$ cat src/rtl/dma_responder_pkg.sv
// Shared definitions for the DMA responder: FSM state encoding, transfer
// geometry (beats per transfer, payload/data widths) and the address
// alignment helper used when a start is sampled.
package dma_responder_pkg;

    // Controller FSM states
    typedef enum logic [1:0] {
        S_IDLE = 2'd0,
        S_RD   = 2'd1,
        S_WR   = 2'd2,
        S_DONE = 2'd3
    } dma_state_e;

    localparam int WORDS     = 12;   // 32-bit beats per transfer
    localparam int BEAT_W    = 32;   // memory port word width
    localparam int PAYLOAD_W = 384;  // WORDS * BEAT_W
    localparam int DATA_W    = 381;  // controller-side data width
    localparam int PAD_W     = PAYLOAD_W - DATA_W;

    localparam logic [1:0] ADDR_ALIGN_MASK = 2'b11;

    // A byte address is usable only when it is word aligned
    function automatic logic addr_misaligned(input logic [31:0] addr);
        return |(addr[1:0] & ADDR_ALIGN_MASK);
    endfunction

endpackage

$ cat src/rtl/dma_beat_shifter.sv
// 384-bit load/shift register shared by reads and writes.
// Ports:
//   clk_i, reset_i   - clock, synchronous active-high reset
//   load_i           - parallel load of load_data_i (has priority over shift)
//   shift_i          - shift left by one beat, shift_in_i enters at the LSBs
//   word_o           - most significant beat (next write word, MSB first)
//   tail_o           - lower 352 bits, i.e. the beats already assembled that
//                      will sit above the final beat once it arrives
module dma_beat_shifter
    import dma_responder_pkg::*;
(
    input  logic                          clk_i,
    input  logic                          reset_i,
    input  logic                          load_i,
    input  logic                          shift_i,
    input  logic [PAYLOAD_W-1:0]          load_data_i,
    input  logic [BEAT_W-1:0]             shift_in_i,
    output logic [BEAT_W-1:0]             word_o,
    output logic [PAYLOAD_W-BEAT_W-1:0]   tail_o
);

    logic [PAYLOAD_W-1:0] shreg_q;
    logic [PAYLOAD_W-1:0] shreg_d;

    // Next-state selection: load, shift one beat, or hold
    always_comb begin
        shreg_d = shreg_q;
        if (load_i) begin
            shreg_d = load_data_i;
        end else if (shift_i) begin
            shreg_d = {shreg_q[PAYLOAD_W-BEAT_W-1:0], shift_in_i};
        end else begin
            shreg_d = shreg_q;
        end
    end

    // Shift register state
    always_ff @(posedge clk_i) begin
        if (reset_i) begin
            shreg_q <= {PAYLOAD_W{1'b0}};
        end else begin
            shreg_q <= shreg_d;
        end
    end

    assign word_o = shreg_q[PAYLOAD_W-1 -: BEAT_W];
    assign tail_o = shreg_q[PAYLOAD_W-BEAT_W-1:0];

endmodule

$ cat src/rtl/dma_responder.sv
// Memory-side DMA responder. Serves one read or write request at a time as a
// burst of WORDS 32-bit beats on a req/ack memory port and reports back via
// dma_idle / dma_done / dma_error.
// Ports:
//   clk, reset                         - clock, synchronous active-high reset
//   dma_rx_start/_address/_data        - read request and 381-bit result
//   dma_tx_start/_address/_data        - write request and 381-bit payload
//   dma_done, dma_idle, dma_error      - completion pulse, idle, sticky error
//   mem_req/we/addr/wdata              - beat request towards memory
//   mem_rdata/ack/err                  - beat response from memory
// The 381-bit data is carried MSB aligned in a 384-bit payload whose three
// LSBs are zero; beat 0 carries the payload MSBs.
module dma_responder
    import dma_responder_pkg::*;
#(
    parameter int TIMEOUT = 256
) (
    input  logic                 clk,
    input  logic                 reset,
    input  logic                 dma_rx_start,
    input  logic [31:0]          dma_rx_address,
    output logic [DATA_W-1:0]    dma_rx_data,
    input  logic                 dma_tx_start,
    input  logic [31:0]          dma_tx_address,
    input  logic [DATA_W-1:0]    dma_tx_data,
    output logic                 dma_done,
    output logic                 dma_idle,
    output logic                 dma_error,
    output logic                 mem_req,
    output logic                 mem_we,
    output logic [31:0]          mem_addr,
    output logic [BEAT_W-1:0]    mem_wdata,
    input  logic [BEAT_W-1:0]    mem_rdata,
    input  logic                 mem_ack,
    input  logic                 mem_err
);

    localparam int WAIT_W = (TIMEOUT > 1) ? $clog2(TIMEOUT) : 1;
    localparam logic [WAIT_W-1:0] WAIT_LAST = WAIT_W'(TIMEOUT - 1);
    localparam logic [3:0]        BEAT_LAST = 4'(WORDS - 1);

    dma_state_e          state_q;
    logic [3:0]          beat_q;
    logic [WAIT_W-1:0]   wait_q;
    logic                dma_idle_q;
    logic                dma_done_q;
    logic                dma_error_q;
    logic                mem_req_q;
    logic                mem_we_q;
    logic [31:0]         mem_addr_q;
    logic [DATA_W-1:0]   dma_rx_data_q;

    logic                     start_any_s;
    logic                     reject_s;
    logic [31:0]              sel_addr_s;
    logic                     sh_load_s;
    logic                     sh_shift_s;
    logic [PAYLOAD_W-1:0]     sh_load_data_s;
    logic [BEAT_W-1:0]        sh_shift_in_s;
    logic [BEAT_W-1:0]        sh_word_s;
    logic [PAYLOAD_W-BEAT_W-1:0] sh_tail_s;
    logic [DATA_W-1:0]        rd_data_s;
    logic                     busy_s;

    // Start decode and shifter control
    always_comb begin
        start_any_s    = dma_rx_start | dma_tx_start;
        busy_s         = (state_q == S_RD) || (state_q == S_WR);
        sel_addr_s     = dma_rx_address;
        sh_load_data_s = {PAYLOAD_W{1'b0}};
        if (dma_tx_start) begin
            sel_addr_s     = dma_tx_address;
            sh_load_data_s = {dma_tx_data, {PAD_W{1'b0}}};
        end else begin
            sel_addr_s     = dma_rx_address;
            sh_load_data_s = {PAYLOAD_W{1'b0}};
        end
        // Simultaneous starts are ambiguous and are rejected outright
        reject_s  = (dma_rx_start & dma_tx_start) | addr_misaligned(sel_addr_s);
        sh_load_s = (state_q == S_IDLE) & start_any_s & ~reject_s;
        // Only good beats advance the payload; an errored beat is discarded
        sh_shift_s = busy_s & mem_ack & ~mem_err;
        if (state_q == S_WR) begin
            sh_shift_in_s = {BEAT_W{1'b0}};
        end else begin
            sh_shift_in_s = mem_rdata;
        end
    end

    dma_beat_shifter u_shifter (
        .clk_i       (clk),
        .reset_i     (reset),
        .load_i      (sh_load_s),
        .shift_i     (sh_shift_s),
        .load_data_i (sh_load_data_s),
        .shift_in_i  (sh_shift_in_s),
        .word_o      (sh_word_s),
        .tail_o      (sh_tail_s)
    );

    // Final read value: assembled beats plus the beat arriving now, pad dropped
    assign rd_data_s = {sh_tail_s, mem_rdata[BEAT_W-1:PAD_W]};

    // Transfer FSM with beat/timeout counters and registered outputs
    always_ff @(posedge clk) begin
        if (reset) begin
            state_q       <= S_IDLE;
            beat_q        <= 4'd0;
            wait_q        <= {WAIT_W{1'b0}};
            dma_idle_q    <= 1'b1;
            dma_done_q    <= 1'b0;
            dma_error_q   <= 1'b0;
            mem_req_q     <= 1'b0;
            mem_we_q      <= 1'b0;
            mem_addr_q    <= 32'h0000_0000;
            dma_rx_data_q <= {DATA_W{1'b0}};
        end else begin
            dma_done_q <= 1'b0;
            case (state_q)
                S_IDLE: begin
                    if (start_any_s) begin
                        dma_idle_q <= 1'b0;
                        beat_q     <= 4'd0;
                        wait_q     <= {WAIT_W{1'b0}};
                        if (reject_s) begin
                            dma_error_q <= 1'b1;
                            dma_done_q  <= 1'b1;
                            state_q     <= S_DONE;
                        end else begin
                            dma_error_q <= 1'b0;
                            mem_req_q   <= 1'b1;
                            mem_we_q    <= dma_tx_start;
                            mem_addr_q  <= sel_addr_s;
                            state_q     <= dma_tx_start ? S_WR : S_RD;
                        end
                    end else begin
                        dma_idle_q <= 1'b1;
                    end
                end
                S_RD, S_WR: begin
                    if (mem_ack) begin
                        wait_q <= {WAIT_W{1'b0}};
                        if (mem_err) begin
                            mem_req_q   <= 1'b0;
                            mem_we_q    <= 1'b0;
                            dma_error_q <= 1'b1;
                            dma_done_q  <= 1'b1;
                            state_q     <= S_DONE;
                        end else if (beat_q == BEAT_LAST) begin
                            mem_req_q  <= 1'b0;
                            mem_we_q   <= 1'b0;
                            dma_done_q <= 1'b1;
                            state_q    <= S_DONE;
                            if (state_q == S_RD) begin
                                dma_rx_data_q <= rd_data_s;
                            end else begin
                                dma_rx_data_q <= dma_rx_data_q;
                            end
                        end else begin
                            beat_q     <= beat_q + 4'd1;
                            mem_addr_q <= mem_addr_q + 32'd4;
                        end
                    end else if (wait_q == WAIT_LAST) begin
                        mem_req_q   <= 1'b0;
                        mem_we_q    <= 1'b0;
                        dma_error_q <= 1'b1;
                        dma_done_q  <= 1'b1;
                        state_q     <= S_DONE;
                    end else begin
                        wait_q <= wait_q + WAIT_W'(1);
                    end
                end
                S_DONE: begin
                    state_q    <= S_IDLE;
                    dma_idle_q <= 1'b1;
                end
                default: begin
                    state_q    <= S_IDLE;
                    dma_idle_q <= 1'b1;
                    mem_req_q  <= 1'b0;
                    mem_we_q   <= 1'b0;
                end
            endcase
        end
    end

    assign dma_idle    = dma_idle_q;
    assign dma_done    = dma_done_q;
    assign dma_error   = dma_error_q;
    assign dma_rx_data = dma_rx_data_q;
    assign mem_req     = mem_req_q;
    assign mem_we      = mem_we_q;
    assign mem_addr    = mem_addr_q;
    assign mem_wdata   = sh_word_s;

endmodule

$ cat config.mk
export PLATFORM = sky130hd
export DESIGN_NAME = dma_responder
export DESIGN_NICKNAME = d
export VERILOG_FILES = /design/src/rtl/dma_responder_pkg.sv /design/src/rtl/dma_beat_shifter.sv /design/src/rtl/dma_responder.sv
export SDC_FILE = /design/constraint.sdc
export NUM_CORES = 2
export LEC_CHECK = 0
export CAP_MARGIN = 20
export CORE_AREA = 2 2 360 362
export CTS_BUF_LIST = sky130_fd_sc_hd__clkbuf_8
export DETAILED_ROUTE_END_ITERATION = 10
export DIE_AREA = 0 0 362 364
export SLEW_MARGIN = 15
export SYNTH_ARGS = -nofsm -noshare
export SYNTH_HDL_FRONTEND = slang
export SYNTH_SLANG_ARGS = --single-unit
$ cat constraint.sdc
create_clock -name clk -period 5.79 [get_ports clk]
set_input_delay 1.158 -clock clk [delete_from_list [all_inputs] [get_ports clk]]
set_output_delay 1.158 -clock clk [all_outputs]
set_load 0.01 [all_outputs]
Word-level counts from Yosys, hierarchy flattened
Cells that the tools add are included.
{"block": "classes", "bitwise": 9, "eq_ne": 14, "n_reduce_logical": 14, "addsub": 3, "muxes": 52}
{"operator": "$mux 384", "count": 3}
{"operator": "$mux 32", "count": 7}
{"operator": "$pmux 32 s2", "count": 1}
{"operator": "$add 32x3->32 const B", "count": 1}
{"operator": "$mux 8", "count": 3}
{"operator": "$mux 1", "count": 19}
{"operator": "$mux 4", "count": 4}
{"operator": "$pmux 8 s2", "count": 1}
{"operator": "$reduce_and 5->1", "count": 3}
{"operator": "$mux 2", "count": 7}
{"operator": "$ne 2x2->1 const B", "count": 5}
{"operator": "$pmux 1 s2", "count": 5}
{"operator": "$ne 3x3->1 const B", "count": 3}
{"operator": "$add 8x1->8 const B", "count": 1}
{"operator": "$eq 8x8->1 const B", "count": 1}
{"operator": "$pmux 4 s2", "count": 1}
{"operator": "$pmux 2 s3", "count": 1}
{"operator": "$reduce_and 3->1", "count": 2}
{"operator": "$reduce_and 6->1", "count": 1}
{"operator": "$reduce_bool 2->1", "count": 3}
{"operator": "$and 1x1->1", "count": 5}
{"operator": "$add 4x1->4 const B", "count": 1}
{"operator": "$eq 2x2->1 const B", "count": 2}
{"operator": "$eq 4x4->1 const B", "count": 1}
{"operator": "other kinds (8)", "count": 11}
{"block": "word_totals", "regBits": 816, "elab_cells": 103, "out_inout_bits": 450, "in_bits": 483}

Depth between registers and ports, before layout
{"block": "logic_depth", "depth_word": 6, "depth_mapped": 12, "ltp_nobuf": 7}

Cells and area by module
From an unflattened synthesis, not the netlist that was laid out.
{"block": "unflattened", "hier_cells": 4250, "hier_area_um2": 37081.8}
{"mod": "dma_responder", "cells_each": 2542, "area_each_um2": 19122.1, "instances": 1}
{"mod": "dma_beat_shifter", "cells_each": 1708, "area_each_um2": 17959.7, "instances": 1}

Worst setup path after synthesis
OpenSTA, ideal clock, no wires.
{"block": "synth_path", "kind": "input port to flip-flop", "start": "input port dma_rx_start", "end": "register u_shifter.shreg_q[213]", "setup_time_ns": 0.132, "t_required_ns": 5.658, "setup_slack_ns": 2.756, "stages": 8, "n_path_buf": 3, "t_arrival_ns": 2.902, "cell_sequence": "or4b_1 -> clkbuf_1 -> a21oi_2 -> clkbuf_1 -> clkbuf_1 -> nor2_1 -> a21oi_1 -> nor3_1"}
{"block": "synth_via", "elab_chain_len": 5, "elab_cells_between_ends": 8}
{"item": "start, declared", "line": "dma_responder.sv:20", "text": "input logic dma_rx_start,"}
{"item": "$and 1x1->1", "line": "dma_responder.sv:79", "text": "reject_s = (dma_rx_start & dma_tx_start) | addr_misaligned(sel_addr_s);"}
{"item": "$or 1x1->1", "line": "dma_responder.sv:79"}
{"item": "$not 1->1", "line": "dma_responder.sv:80", "text": "sh_load_s = (state_q == S_IDLE) & start_any_s & ~reject_s;"}
{"item": "$and 1x1->1 (*)", "line": "dma_responder.sv:80"}
{"item": "$mux 384 or $reduce_bool 2->1 (tied branches)"}
{"item": "end signal, assigned", "line": "dma_beat_shifter.sv:40", "text": "shreg_q <= {PAYLOAD_W{1'b0}};"}
{"item": "end signal, assigned", "line": "dma_beat_shifter.sv:42", "text": "shreg_q <= shreg_d;"}
{"item": "end, declared", "line": "dma_beat_shifter.sv:22", "text": "logic [PAYLOAD_W-1:0] shreg_q;"}
Every way passes the cells marked *; elsewhere a longest branch is shown, timed or not.
A chain may end at the register's enable or synchronous reset.

Worst setup path after layout
{"block": "layout_path", "start": "input port dma_rx_start", "end": "register u_shifter.shreg_q[247]"}
The elaborated chain is that of the path after synthesis.

==> impl_metrics.yaml <==
placement:
  gp_congestion: 0.911
  placed_area_mm2: 0.0437
  dp_hpwl_um: 108000
  io_buffer_count: 932
setup_path:
  crit_type: "input port to register"
  critPathLaunchType: "input port"
  critPathCapture: "u_shifter.shreg_q[247]"
  worstReg2RegEnd: "u_shifter.shreg_q[247]"
  ff2ff_path_depth: 8
  arrival_ns: 4.24
  rr_startpoint: "state_q[0]"
  cp_max_fo: 183
  crit_path_end_kind: "register"
  startpoint: "dma_rx_start"
  required_ns: 6.50
  r2r_setup_slack_ns: 2.51
cts:
  max-clock-path-buffers: 3
  post_cts_buffers: 0
  cts_buffers: 147
  clock_latency_ns: 0.88
  htree_levels: 4
  cts_root_buffer: "clkbuf_8"
  cts_hold_buf: 0
  post_cts_resized: 0
  cts_tree: "yes"
  clkTransAtPathRegs_ns: 0.06
  clock-sinks: 816
die:
  placeableCoreArea_mm2: 0.128
  initial_core_util_pct: 25.8
  dieHeight_um: 364
  dieArea_mm2: 0.132
  core.rowCount: 132
  die_w_um: 362
  ios: 933
pwr:
  p_comb_share_pct: 24.5
  p_sw_mw: 5.97
  cellPowerDensity_mw_per_mm2: 356
  ir_drop_v: 0.000207
  switching_share_pct: 35.9
  internal_power_mw: 10.7
  p_seq_share_pct: 42.1
  clockPowerShare_pct: 33.4
  p_leak_nw: 16.6
sta:
  maxSlewHeadroom_pct: 22.7
  fmax_mhz: 283
  finalCriticalPeriod_ns: 3.54
  whs_ns: 0.451
  setup_viol: 0
  skew_ns: 0.0386
  finalSetupTns_ns: 0
  rsz0062_at_grt: "false"
  worst_pin_slew_ns: 1.16
  slew_violations: 0
  final_hold_viol_count: 0
  fin_crit_sh_pct: 61.1
global_routing:
  grt_max_degree: 184
  grt_pass1_wl_um: 218000
  antenna_found_initial: 37
  overflow: 0
  grt_pass1_vias: 32844
  grt_usage_pct: 22.0
synth:
  synthFlopType: "dfxtp_1"
  syn_nets: 5059
  synth-edff-count: 0
  synthTopCellsByArea: "dfxtp_1 (49%), a21oi_1 (13%), nand2_1 (12%), nor2_1 (10%), nor3_1 (4.2%)"
  syn_area_per_cell_um2: 7.23
  synth_top_area_cell: "dfxtp_1"
  synth.distinct_cells: 60
  synth_seq_cells: 816
  async_flop_share_pct: 0
  synth.cell_area_mm2: 0.0331
  synth_seq_area_share_pct: 49.4
  synth_top_area_share_pct: 49.4
  postSynthCellCount: 4569
  yosysWarnings: 0
drt:
  drt-wirelength-per-cell_um: 21.4
  wl_met1_um: 63100
  drt-total-wl_um: 153000
  drc: 0
  drt-initial-drc-count: 3474
  firstDrtPassIters: 8
  viasPerCell: 4.95
  highest_layer: "met5"
  wl_met2_um: 71900
  vias: 35338
  met3_length_um: 12500
  final_antenna_net_count: 0
finish:
  layout.nets: 5816
  nFillCells: 13473
  final_core_util_pct: 36.5
  stdcell_area_mm2: 0.0468
  syn2layout_area_growth_pct: 41.6
  drive_gt1_share_pct: 5.39
min_path:
  hold_path_class: "register to register"
run_status:
  status: "finished clean"
flow_run:
  cap_viol_max_count: 0
[critical path: stages]
cell,delay [ns]
clkdlybuf4s50_1,0.49
or4b_1,0.72
a21oi_4,0.44
buf_12,0.49
nor2_1,0.11
a21oi_1,0.37
nor3_1,0.10
[sequential cells by signal, summed over array words and instances, names as in the netlist]
| name | flops |
|---|---|
| u_shifter.shreg_q | 384 |
| dma_rx_data | 381 |
| mem_addr | 32 |
| wait_q | 8 |
| beat_q | 4 |
| state_q | 2 |
| dma_done | 1 |
| dma_error | 1 |
| dma_idle | 1 |
| mem_req | 1 |
| mem_we | 1 |
[power groups by stage]
stage / Combinational, mW / Clock [mW] / Sequential [mW]
floorplan: 2.59 / 0 / 6.72
global placement: 3.98 / 0 / 7.12
detailed placement: 4.03 / 0 / 7.12
CTS: 4.05 / 5.67 / 7.00
global route: 4.50 / 5.92 / 7.07
finish: 4.08 / 5.56 / 7.01
[cell type report]
cell class	count	area, um2	share of cell area (%)
Sequential cell	816	16300	34.9
Multi-Input combinational cell	3366	15200	32.6
Timing Repair Buffer	990	10000	21.4
Clock buffer	185	2550	5.44
Tap cell	1675	2100	4.48
Clock inverter	76	443	0.947
Antenna cell	33	82.6	0.177
Inverter	5	18.8	0.0401
[metrics by stage]
stage	power [mW]	instances	setup slack, ns
after CTS	16.7	7113	2.40
after detailed placement	11.1	6852	1.46
after global placement	11.1	6852	1.53
after global routing	17.5	7139	2.17
after floorplan	9.31	4569	2.76
final	16.6	7146	2.25
[how the worst min path moves through the flow]
stage / startpoint / to / slack, ns / cells past startpoint
finish: dma_rx_data[221] / dma_rx_data[221] / 0.45 / 2
global route: dma_rx_data[227] / dma_rx_data[227] / 0.47 / 2
CTS: dma_rx_data[180] / dma_rx_data[180] / 0.45 / 2
detailed placement: dma_rx_data[180] / dma_rx_data[180] / 0.45 / 2
global placement: dma_rx_data[23] / dma_rx_data[23] / 0.44 / 2
floorplan: beat_q[1] / beat_q[1] / 0.44 / 2
[Yosys cell counts (3+ instances only)]
| cell type | number |
|---|---|
| buf_6 | 3 |
| a211oi_1 | 3 |
| a31oi_1 | 77 |
| nand2_1 | 1058 |
| clkbuf_1 | 312 |
| and4_1 | 5 |
| and3b_1 | 3 |
| mux2i_1 | 28 |
| and3_1 | 8 |
| mux2_2 | 4 |
| or3_1 | 7 |
| o22ai_1 | 13 |
| nor3b_1 | 5 |
| o21ai_0 | 6 |
| buf_1 | 33 |
| inv_1 | 4 |
| a21boi_0 | 4 |
| a221oi_1 | 29 |
| nor3_1 | 275 |
| nand2b_1 | 6 |
| ha_1 | 7 |
| o221ai_1 | 5 |
| nand3_1 | 25 |
| dfxtp_1 | 816 |
| nand3b_1 | 9 |
| nor2_1 | 878 |
| nor4_1 | 7 |
| nand4b_1 | 6 |
| buf_2 | 32 |
| a21oi_1 | 841 |
| xor2_1 | 10 |
| nand4_1 | 15 |
[layout by cell type, fill, tap and decap left out, drive strengths merged, types with 2 or more instances in the layout]
cell	count
nand2	1058
clkdlybuf4s50	930
nor2	878
a21oi	842
dfxtp	816
nor3	275
clkbuf	185
a31oi	77
inv	60
buf	60
diode	33
a221oi	29
mux2i	28
nand3	26
nand4	17
o22ai	13
clkinv	13
xor2	10
nand3b	9
and3	8
or3	7
ha	7
o21ai	7
nor4	7
nand4b	6
clkinvlp	6
nand2b	6
and4	6
nor3b	5
o221ai	5
a21boi	4
mux2	4
or4	4
and3b	3
and2	3
a211oi	3
o21bai	2
o211ai	2
o31a	2
bufinv	2
[kinds of logic after synthesis]
group,Yosys count,synth area share (%)
xor gates and xnor gates,10,0.265
DFF,816,49.4
and+or+nand+nor,2322,28.4
AOI/OAI and AO/OA,995,16.0
muxes,32,0.984
adders and majority gates,7,0.265
buffers and inverters,387,4.61
[layer usage]
layer,global-route usage [%],vias up
li1,-,16720
met1,27.3,16852
met2,35.9,1491
met3,5.81,263
met4,9.26,12
met5,0,-
Power figures use the tool's default switching activity.
